**config.mk**
```make
export PLATFORM = sky130hd
export DESIGN_NAME = bcd_digits_drawer
export DESIGN_NICKNAME = d
export VERILOG_FILES = /design/src/rtl/bcd_draw_pkg.sv /design/src/rtl/bcd_digits_drawer_number_bitmap.sv /design/src/rtl/bcd_digits_drawer.sv
export SDC_FILE = /design/constraint.sdc
export NUM_CORES = 1
export LEC_CHECK = 0
export CORE_ASPECT_RATIO = 0.6
export CORE_MARGIN = 5
export CORE_UTILIZATION = 50
export DETAILED_ROUTE_END_ITERATION = 10
export PLACE_DENSITY = 0.8
export REMOVE_ABC_BUFFERS = 1
export SLEW_MARGIN = 10
export SYNTH_ARGS = -nofsm -noshare
export SYNTH_HDL_FRONTEND = slang
export SYNTH_SLANG_ARGS = --single-unit
```
**constraint.sdc**
```tcl
create_clock -name clk -period 2.2 [get_ports clk]
set_clock_uncertainty 0.05 [all_clocks]
set_input_delay 0.22 -clock clk [delete_from_list [all_inputs] [get_ports clk]]
set_output_delay 0.22 -clock clk [all_outputs]
set_load 0.01 [all_outputs]
```
**src/rtl/bcd_draw_pkg.sv**
```systemverilog
// Shared types, constants and seven-segment helper for the BCD digit drawer.
package bcd_draw_pkg;

    typedef logic [3:0] bcd_t;

    typedef enum logic [1:0] {
        IDLE      = 2'd0,
        FLASH_ON  = 2'd1,
        FLASH_OFF = 2'd2
    } flash_state_t;

    typedef struct packed {
        bcd_t hundreds;
        bcd_t tens;
        bcd_t ones;
    } bcd_value_t;

    localparam int unsigned GLYPH_W     = 8;
    localparam int unsigned GLYPH_H     = 16;
    localparam int unsigned NUM_DIGITS  = 3;
    localparam int unsigned BOX_W       = GLYPH_W * NUM_DIGITS;
    localparam logic [7:0]  TRANSPARENT = 8'h00;

    // Segment set {a,b,c,d,e,f,g} for a BCD digit; invalid codes light nothing.
    function automatic logic [6:0] bcd_segments(input bcd_t d);
        logic [6:0] seg;
        case (d)
            4'd0:    seg = 7'b111_1110;
            4'd1:    seg = 7'b011_0000;
            4'd2:    seg = 7'b110_1101;
            4'd3:    seg = 7'b111_1001;
            4'd4:    seg = 7'b011_0011;
            4'd5:    seg = 7'b101_1011;
            4'd6:    seg = 7'b101_1111;
            4'd7:    seg = 7'b111_0000;
            4'd8:    seg = 7'b111_1111;
            4'd9:    seg = 7'b111_1011;
            default: seg = 7'b000_0000;
        endcase
        return seg;
    endfunction

endpackage

```
**src/rtl/bcd_digits_drawer_number_bitmap.sv**
```systemverilog
// 8x16 font ROM for BCD digits built from seven-segment strokes; digits above 9 are blank.
module number_bitmap
    import bcd_draw_pkg::*;
(
    input  logic [3:0] digit,
    input  logic [3:0] row,
    input  logic [2:0] col,
    output logic       lit
);

    localparam logic [7:0] BAR   = 8'b0111_1110;
    localparam logic [7:0] LEFT  = 8'b0100_0000;
    localparam logic [7:0] RIGHT = 8'b0000_0010;

    logic [6:0] seg;
    logic [7:0] row_bits;

    // Rows 2/8/13 carry horizontal bars, 3-7 and 9-12 the vertical strokes.
    always_comb begin
        seg      = bcd_segments(bcd_t'(digit));
        row_bits = 8'h00;
        if (row == 4'd2) begin
            row_bits = {8{seg[6]}} & BAR;
        end else if (row inside {[4'd3:4'd7]}) begin
            row_bits = ({8{seg[1]}} & LEFT) | ({8{seg[5]}} & RIGHT);
        end else if (row == 4'd8) begin
            row_bits = {8{seg[0]}} & BAR;
        end else if (row inside {[4'd9:4'd12]}) begin
            row_bits = ({8{seg[2]}} & LEFT) | ({8{seg[4]}} & RIGHT);
        end else if (row == 4'd13) begin
            row_bits = {8{seg[3]}} & BAR;
        end
        lit = row_bits[3'd7 - col];
    end

endmodule

```
**src/rtl/bcd_digits_drawer.sv**
```systemverilog
// Draws a three-digit BCD value as 8x16 glyphs with per-frame snapshot and change-flash.
// Build option: LEADING_ZERO_BLANK_EN suppresses leading zero hundreds/tens glyphs.
module bcd_digits_drawer
    import bcd_draw_pkg::*;
#(
    parameter logic [10:0] TOP_LEFT_X   = 11'd16,
    parameter logic [10:0] TOP_LEFT_Y   = 11'd8,
    parameter logic [7:0]  DIGIT_COLOR  = 8'hFF,
    parameter logic [7:0]  FLASH_COLOR  = 8'hE0,
    parameter logic [5:0]  FLASH_FRAMES = 6'd32,
    parameter logic [2:0]  FLASH_HALF   = 3'd4
) (
    input  logic        clk,
    input  logic        reset,
    input  logic        startOfFrame,
    input  logic [10:0] pixelX,
    input  logic [10:0] pixelY,
    input  logic [3:0]  onesIn,
    input  logic [3:0]  tensIn,
    input  logic [3:0]  hundredsIn,
    output logic        drawingRequest,
    output logic [7:0]  RGBout
);

    bcd_value_t   snap_q, snap_d, in_value;
    flash_state_t state_q, state_d;
    logic [5:0]   frame_cnt_q, frame_cnt_d;
    logic [2:0]   half_cnt_q, half_cnt_d;
    logic         draw_q, draw_d;
    logic [7:0]   rgb_q, rgb_d;

    logic [10:0]  off_x, off_y;
    logic         in_box;
    logic [1:0]   glyph_idx;
    bcd_t         glyph_digit;
    logic         glyph_lit;
    logic         lead_blank;

    assign in_value = '{hundreds: bcd_t'(hundredsIn), tens: bcd_t'(tensIn), ones: bcd_t'(onesIn)};

    // Box geometry; unsigned wrap makes pixels left/above the box fail the range test.
    assign off_x     = pixelX - TOP_LEFT_X;
    assign off_y     = pixelY - TOP_LEFT_Y;
    assign in_box    = (off_x < 11'(BOX_W)) && (off_y < 11'(GLYPH_H));
    assign glyph_idx = off_x[4:3];

    always_comb begin
        case (glyph_idx)
            2'd0:    glyph_digit = snap_q.hundreds;
            2'd1:    glyph_digit = snap_q.tens;
            2'd2:    glyph_digit = snap_q.ones;
            default: glyph_digit = 4'hF;
        endcase
    end

    number_bitmap u_bitmap (
        .digit (glyph_digit),
        .row   (off_y[3:0]),
        .col   (off_x[2:0]),
        .lit   (glyph_lit)
    );

`ifdef LEADING_ZERO_BLANK_EN
    assign lead_blank = ((glyph_idx == 2'd0) && (snap_q.hundreds == 4'd0)) ||
                        ((glyph_idx == 2'd1) && (snap_q.hundreds == 4'd0) && (snap_q.tens == 4'd0));
`else
    assign lead_blank = 1'b0;
`endif

    // Snapshot and flash sequencing; everything advances only at frame start.
    always_comb begin
        snap_d      = snap_q;
        state_d     = state_q;
        frame_cnt_d = frame_cnt_q;
        half_cnt_d  = half_cnt_q;
        if (startOfFrame) begin
            snap_d = in_value;
            if ((in_value != snap_q) && (FLASH_FRAMES != 6'd0)) begin
                state_d     = FLASH_ON;
                frame_cnt_d = FLASH_FRAMES;
                half_cnt_d  = FLASH_HALF;
            end else if (state_q != IDLE) begin
                frame_cnt_d = frame_cnt_q - 6'd1;
                half_cnt_d  = half_cnt_q - 3'd1;
                if (frame_cnt_d == 6'd0) begin
                    state_d = IDLE;
                end else if (half_cnt_d == 3'd0) begin
                    state_d    = (state_q == FLASH_ON) ? FLASH_OFF : FLASH_ON;
                    half_cnt_d = FLASH_HALF;
                end
            end
        end
    end

    // Pixel decision uses the pre-update snapshot and state of this cycle.
    always_comb begin
        draw_d = in_box && glyph_lit && !lead_blank && (state_q != FLASH_OFF);
        rgb_d  = TRANSPARENT;
        if (draw_d) begin
            rgb_d = (state_q == FLASH_ON) ? FLASH_COLOR : DIGIT_COLOR;
        end
    end

    always_ff @(posedge clk) begin
        if (reset) begin
            snap_q      <= '0;
            state_q     <= IDLE;
            frame_cnt_q <= 6'd0;
            half_cnt_q  <= 3'd0;
            draw_q      <= 1'b0;
            rgb_q       <= TRANSPARENT;
        end else begin
            snap_q      <= snap_d;
            state_q     <= state_d;
            frame_cnt_q <= frame_cnt_d;
            half_cnt_q  <= half_cnt_d;
            draw_q      <= draw_d;
            rgb_q       <= rgb_d;
        end
    end

    assign drawingRequest = draw_q;
    assign RGBout         = rgb_q;

endmodule

```
==> out/metrics.yaml, run 1 <==
die_w_um: 89.8
required_ns: 2.31
grt_use_total_pct: 18.0
synth_edf_count: 0
synthToLayoutAreaGrowth_pct: 37.4
max-slew-margin-rel_pct: 65.5
cts_tree: "yes"
reg2reg_depth: 8
n_antenna_cell: 0
met3_usage_pct: 4.80
cts_sinks: 26
dp_cells: 334
hold_depth: 1
grt_pass1_wl_um: 7800
grt.busiest_layer: "met2"
min-delay-start: "frame_cnt_q[5]$_SDFFE_PP0P_"
clockRootBuffer: "clkbuf_8"
synth.distinct_cells: 53
crit_path_end_kind: "flip-flop"
cp-start-kind: "input port"
ioPinCount: 46
clk_pin_slew_worst_paths_ns: 0.10
setup_viol_count_final: 0
async_flop_share_pct: 0
timing.fmax_mhz: 456
synth_common_cells: "nor2_1 (37), dfxtp_1 (26), a21oi_1 (16), mux2i_1 (16), inv_1 (14)"
netlist_instances: 237
antenna_found_initial: 0
p_leak_nw: 1.08
vias_per_cell: 5.52
grt_max_degree: 24
instances_no_fill: 339
register_area_um2: 524
crit_path_max_fanout: 7
wl_per_cell_um: 14.3
p_per_area_nw_per_um2: 466
crit_family: "simple AND/OR/NAND/NOR gates"
synth_top_area_share_pct: 27.3
critPathBufInv: 3
multi_input_area_um2: 1300
synth-seq-cells: 26
netlist.top_cell.by_area: "dfxtp_1"
period_minus_slack_ns: 2.19
fin_area_um2: 2620
yosysMostFrequentCell: "nor2_1"
finalMaxSlewViolations: 0
hold_buffers: 0
fillers: 297
worst_pin_slew_ns: 0.504
synth_area_per_cell_um2: 8.06
crit_start: "pixelX[4]"
regToRegStartpoint: "snap_q[1]$_SDFFE_PP0P_"
row_count: 17
setup_tns_ns: 0
die_y_um: 57.9
clk_path_buf_depth: 2
place_congestion: 0.931
routed_wl_um: 4840
start_util_pct: 51.9
yosys_warnings: 0
clock_latency_ns: 0.28
worst-setup-path-type: "input port to flip-flop"
dp_hpwl_um: 3820
grt_use_met2_pct: 28.0
p_total_mw: 1.22
num_vias: 1871
first_pass_iters: 4
drive_gt1_share_pct: 14.7
nets: 341
cts_buffers: 3
drt-initial-drc-count: 113
design.die.area_um2: 5190
final_util_pct: 71.3
cp.arrival_ns: 2.30
core_area_um2: 3680
crit_chain: "dlygate4sd2_1 -> buf_6 -> nor3_1 -> a21oi_4 -> buf_4 -> xnor2_1 -> a221oi_2 -> or3b_4 -> a31oi_4 -> a21oi_1"
maxCapViolCount: 0
synth_top_cells_by_area: "dfxtp_1 (27%), mux2i_1 (8.4%), nor2_1 (7.3%), ha_1 (7.2%), xor2_1 (6.0%)"
crit_cells: 10
drtAntennaViolNets: 0
period_share_pct: 99.6
overflow: 0
port_buffers: 45
grt_pass1_vias: 1699
rsz0062_at_grt: "yes"
status: "finished clean"
grtUsageMet1_pct: 25.7
syn_area_um2: 1910
seq_area_frac_synth_pct: 27.3
worst_ir_drop_vdd_uv: 306
worstHoldPathType: "flip-flop to flip-flop"
drc: 0
cp_slowest_cell: "or3b_4"
place_area_um2: 2480
synth_flop_cell: "dfxtp_1"
htreeDepth: 1
cpPeakStageDelay_ns: 0.43
hold_viol: 0
[worst paths after layout]
path,end,slack [ns]
worst min-delay path,frame_cnt_q[5]$_SDFFE_PP0P_,0.45
worst max register to register,RGBout[6]$_SDFF_PP0_,0.009
worst min register to register,frame_cnt_q[5]$_SDFFE_PP0P_,0.45
worst max-delay path,RGBout[6]$_SDFF_PP0_,0.009
[placed cells by master (no fill, tap or decap), types with 11 or more instances in the layout]
master and count:
nand2_1 12, a21oi_1 15, xor2_1 13, clkdlybuf4s50_1 43, mux2i_1 16, ha_1 11, buf_4 21, dfxtp_1 23
inv_1 14, nor2_1 37
[per-stage QoR]
step / setup slack, ns / hold WS, ns
floorplan: -0.144 / 0.239
global placement: -0.449 / 0.421
detailed placement: -0.467 / 0.438
CTS: 0.00555 / 0.454
global route: -0.136 / 0.486
finish: 0.00931 / 0.448
[report_power, final]
part           internal, mW  switching (mW)
Sequential            0.489          0.0181
Combinational         0.164           0.151
Clock                 0.244           0.155
[kinds of logic after synthesis]
| family | Yosys count | synth area share [%] |
|---|---|---|
| and+or+nand+nor | 88 | 22.4 |
| muxes | 17 | 8.98 |
| buffers and inverters | 30 | 7.73 |
| DFF | 26 | 27.3 |
| AOI/OAI and AO/OA | 47 | 18.2 |
| adders and majority gates | 11 | 7.21 |
| xor gates and xnor gates | 18 | 8.26 |
[per-layer routing]
layer / share of wire, % / vias to the layer above
met2: 44 / 49
met1: 48 / 879
met3: 7.3 / 6
li1: - / 937
met4: 0.64 / 0
met5: 0 / -
[worst reg2reg max path: cells and delay by family (launching register included)]
kind                      cells  cell delay, ns
and+or+nand+nor               2            0.84
DFF                           1            0.34
xor gates and xnor gates      1            0.13
AOI/OAI and AO/OA             4            0.58
buffers and inverters         1            0.16
[flip-flops by register name (all words and copies together) (netlist names)]
name and cells:
drawingRequest 1, state_q 2, half_cnt_q 3, snap_q 12
frame_cnt_q 6, RGBout 2
[repair_timing]
item | 4_1_cts | 5_1_grt
gates resized for setup | 7 | 8
hold endpoints to repair | 0 | 0
buffers inserted | 0 | 1
pin swaps | 4 | 5
endpoints found under the setup margin | 3 | 9
[area by class of cell]
cell class | count | area share (%)
clock buffer | 3 | 1.57
clock inverter | 1 | 1.15
inverter | 14 | 2.00
multi-input combinational | 181 | 49.5
sequential | 26 | 20.0
tap | 47 | 2.24
timing repair buffer | 67 | 23.5
(Power assumes the default switching activity.)
==> inputs of run 2 (changes only) <==
ABC_AREA = 0   (was default)
PLACE_DENSITY = default   (was 0.8)
PLACE_DENSITY_LB_ADDON = 0.12   (was default)
==> run 2 against run 1 <==
Against the previous run:
- hold slack improved by 0.0036 ns
- critical path depth is the same
- utilization grew 4.9 points
- sequential power about the same
- sequential cell count is the same
- largest cell class unchanged
- combinational power grew 17%
- sequential share of layout area decreased by 1.3 points
- clock power is 22% lower
==> out/metrics.yaml, run 2 (same netlist as run 1, synthesis figures left out) <==
row_count: 17  # unchanged
hold_viol: 0  # unchanged
drtAntennaViolNets: 0  # unchanged
dp_hpwl_um: 3910  # was 3820 um
worst-setup-path-type: "input port to flip-flop"  # unchanged
clockRootBuffer: "clkbuf_8"  # unchanged
first_pass_iters: 4  # unchanged
overflow: 0  # unchanged
maxCapViolCount: 0  # unchanged
synthToLayoutAreaGrowth_pct: 46.8  # was 37.4%
cts_buffers: 3  # unchanged
ioPinCount: 46  # unchanged
start_util_pct: 51.9  # unchanged
worstHoldPathType: "flip-flop to flip-flop"  # unchanged
crit_chain: "clkdlybuf4s50_1 -> xor2_1 -> nor4_1 -> nand3_1 -> o31ai_2 -> buf_4 -> buf_12 -> nor3_1 -> a21oi_1 -> nor2_1"  # was dlygate4sd2_1 -> buf_6 -> nor3_1 -> a21oi_4 -> buf_4 -> xnor2_1 -> a221oi_2 -> or3b_4 -> a31oi_4 -> a21oi_1
routed_wl_um: 5310  # was 4840 um
multi_input_area_um2: 1390  # was 1300 um^2
cp_slowest_cell: "clkdlybuf4s50_1"  # was or3b_4
clk_pin_slew_worst_paths_ns: 0.09  # was 0.10 ns
num_vias: 1921  # was 1871
period_minus_slack_ns: 2.14  # was 2.19 ns
grt_max_degree: 24  # unchanged
regMostFlops: "snap_q"  # unchanged
reg_top3: "snap_q x12, frame_cnt_q x6, half_cnt_q x3"  # unchanged
rsz0062_at_grt: "no"  # was yes
worst_ir_drop_vdd_uv: 432  # was 306 uV
layout_common_cells: "clkdlybuf4s50_1 (40), nor2_1 (36), buf_4 (27)"  # was clkdlybuf4s50_1 (43), nor2_1 (37), dfxtp_1 (23)
design.die.area_um2: 5190  # unchanged
port_buffers: 45  # unchanged
htreeDepth: 1  # unchanged
grt_pass1_vias: 1793  # was 1699
dp_cells: 337  # was 334
timing.fmax_mhz: 467  # was 456 MHz
core_area_um2: 3680  # unchanged
drc: 0  # unchanged
nets: 351  # was 341
antenna_found_initial: 0  # unchanged
drt-initial-drc-count: 123  # was 113
max-slew-margin-rel_pct: 67.3  # was 65.5%
cpPeakStageDelay_ns: 0.44  # was 0.43 ns
fin_hold_ws_ns: 0.452  # was 0.448 ns
fin_area_um2: 2800  # was 2620 um^2
cts_sinks: 26  # unchanged
p_per_area_nw_per_um2: 424  # was 466 nW/um^2
cp-start-kind: "input port"  # unchanged
p_total_mw: 1.19  # was 1.22 mW
drive_gt1_share_pct: 22.5  # was 14.7%
die_y_um: 57.9  # unchanged
place_area_um2: 2520  # was 2480 um^2
place_congestion: 0.904  # was 0.931
period_share_pct: 97.2  # was 99.6%
setup_viol_count_final: 0  # unchanged
p_leak_nw: 1.17  # was 1.08 nW
wl_per_cell_um: 15.2  # was 14.3 um
fillers: 268  # was 297
status: "finished clean"  # unchanged
mostFrequentLayoutCell: "clkdlybuf4s50_1"  # unchanged
crit_path_max_fanout: 8  # was 7
die_w_um: 89.8  # unchanged
worst_pin_slew_ns: 0.486  # was 0.504 ns
cts_tree: "yes"  # unchanged
final_util_pct: 76.2  # was 71.3%
finalMaxSlewViolations: 0  # unchanged
clock_latency_ns: 0.27  # was 0.28 ns
crit_path_end_kind: "flip-flop"  # unchanged
register_area_um2: 524  # unchanged
required_ns: 2.30  # was 2.31 ns
instances_no_fill: 349  # was 339
largest_reg_flops: 12  # unchanged
n_antenna_cell: 0  # unchanged
grt_pass1_wl_um: 8760  # was 7800 um
vias_per_cell: 5.50  # was 5.52
clk_path_buf_depth: 2  # unchanged
cp.arrival_ns: 2.24  # was 2.30 ns
grt_use_total_pct: 20.4  # was 18.0%
[run 2: cell types whose count changed in the layout (fill, tap and decap cells not counted), sizes merged]
cell / before / now
buf: 22 / 32
clkdlybuf4s50: 43 / 40
clkbuf: 3 / 5
bufinv: 1 / 0
dlymetal6s2s: 0 / 3
dlygate4sd2: 2 / 1
[run 2: worst max-delay path, delay by kind of cell]
family                    cells  cell delay [ns]
buffers and inverters         3             0.76
AOI/OAI and AO/OA             2             0.38
and+or+nand+nor               4             0.73
xor gates and xnor gates      1             0.15
[run 2: per-stage QoR]
| stage | setup WS, ns | setup TNS, ns |
|---|---|---|
| after floorplan | -0.144 | -0.587 |
| after global placement | -0.453 | -1.51 |
| after detailed placement | -0.526 | -1.98 |
| after CTS | 0.00346 | 0 |
| after global routing | 0.00296 | 0 |
| final | 0.0607 | 0 |
[run 2: per-layer routing]
metal,wire (um),GRT usage (%)
met5,0,0
met2,2270,30.5
met1,2670,30.7
met4,14,1.94
met3,356,4.54
[run 2: what timing repair did]
action,CTS,global route
endpoints found under the setup margin,3,3
pin swaps,13,11
hold buffers,0,0
buffers inserted,7,1
gates resized for setup,22,23
[run 2: final timing paths]
path / depth (start not counted) / slack (ns) / from / to
min: 1 / 0.45 / frame_cnt_q[5]$_SDFFE_PP0P_ / frame_cnt_q[5]$_SDFFE_PP0P_
max: 10 / 0.06 / hundredsIn[2] / frame_cnt_q[1]$_SDFFE_PP0P_
max reg2reg: 9 / 0.07 / snap_q[1]$_SDFFE_PP0P_ / RGBout[6]$_SDFF_PP0_
min reg2reg: 1 / 0.45 / frame_cnt_q[5]$_SDFFE_PP0P_ / frame_cnt_q[5]$_SDFFE_PP0P_
[run 2: area by class of cell]
cell class,instances,share of cell area [%]
clock buffer,4,1.96
inverter,14,1.87
multi-input combinational,181,49.7
sequential,26,18.7
tap,47,2.10
timing repair buffer,77,25.7
[run 2: report_power, final]
| part | leakage (nW) | internal [mW] | switching (mW) | total, mW |
|---|---|---|---|---|
| clock network | 0.0288 | 0.160 | 0.150 | 0.310 |
| registers | 0.214 | 0.489 | 0.0190 | 0.508 |
| logic | 0.929 | 0.197 | 0.173 | 0.370 |
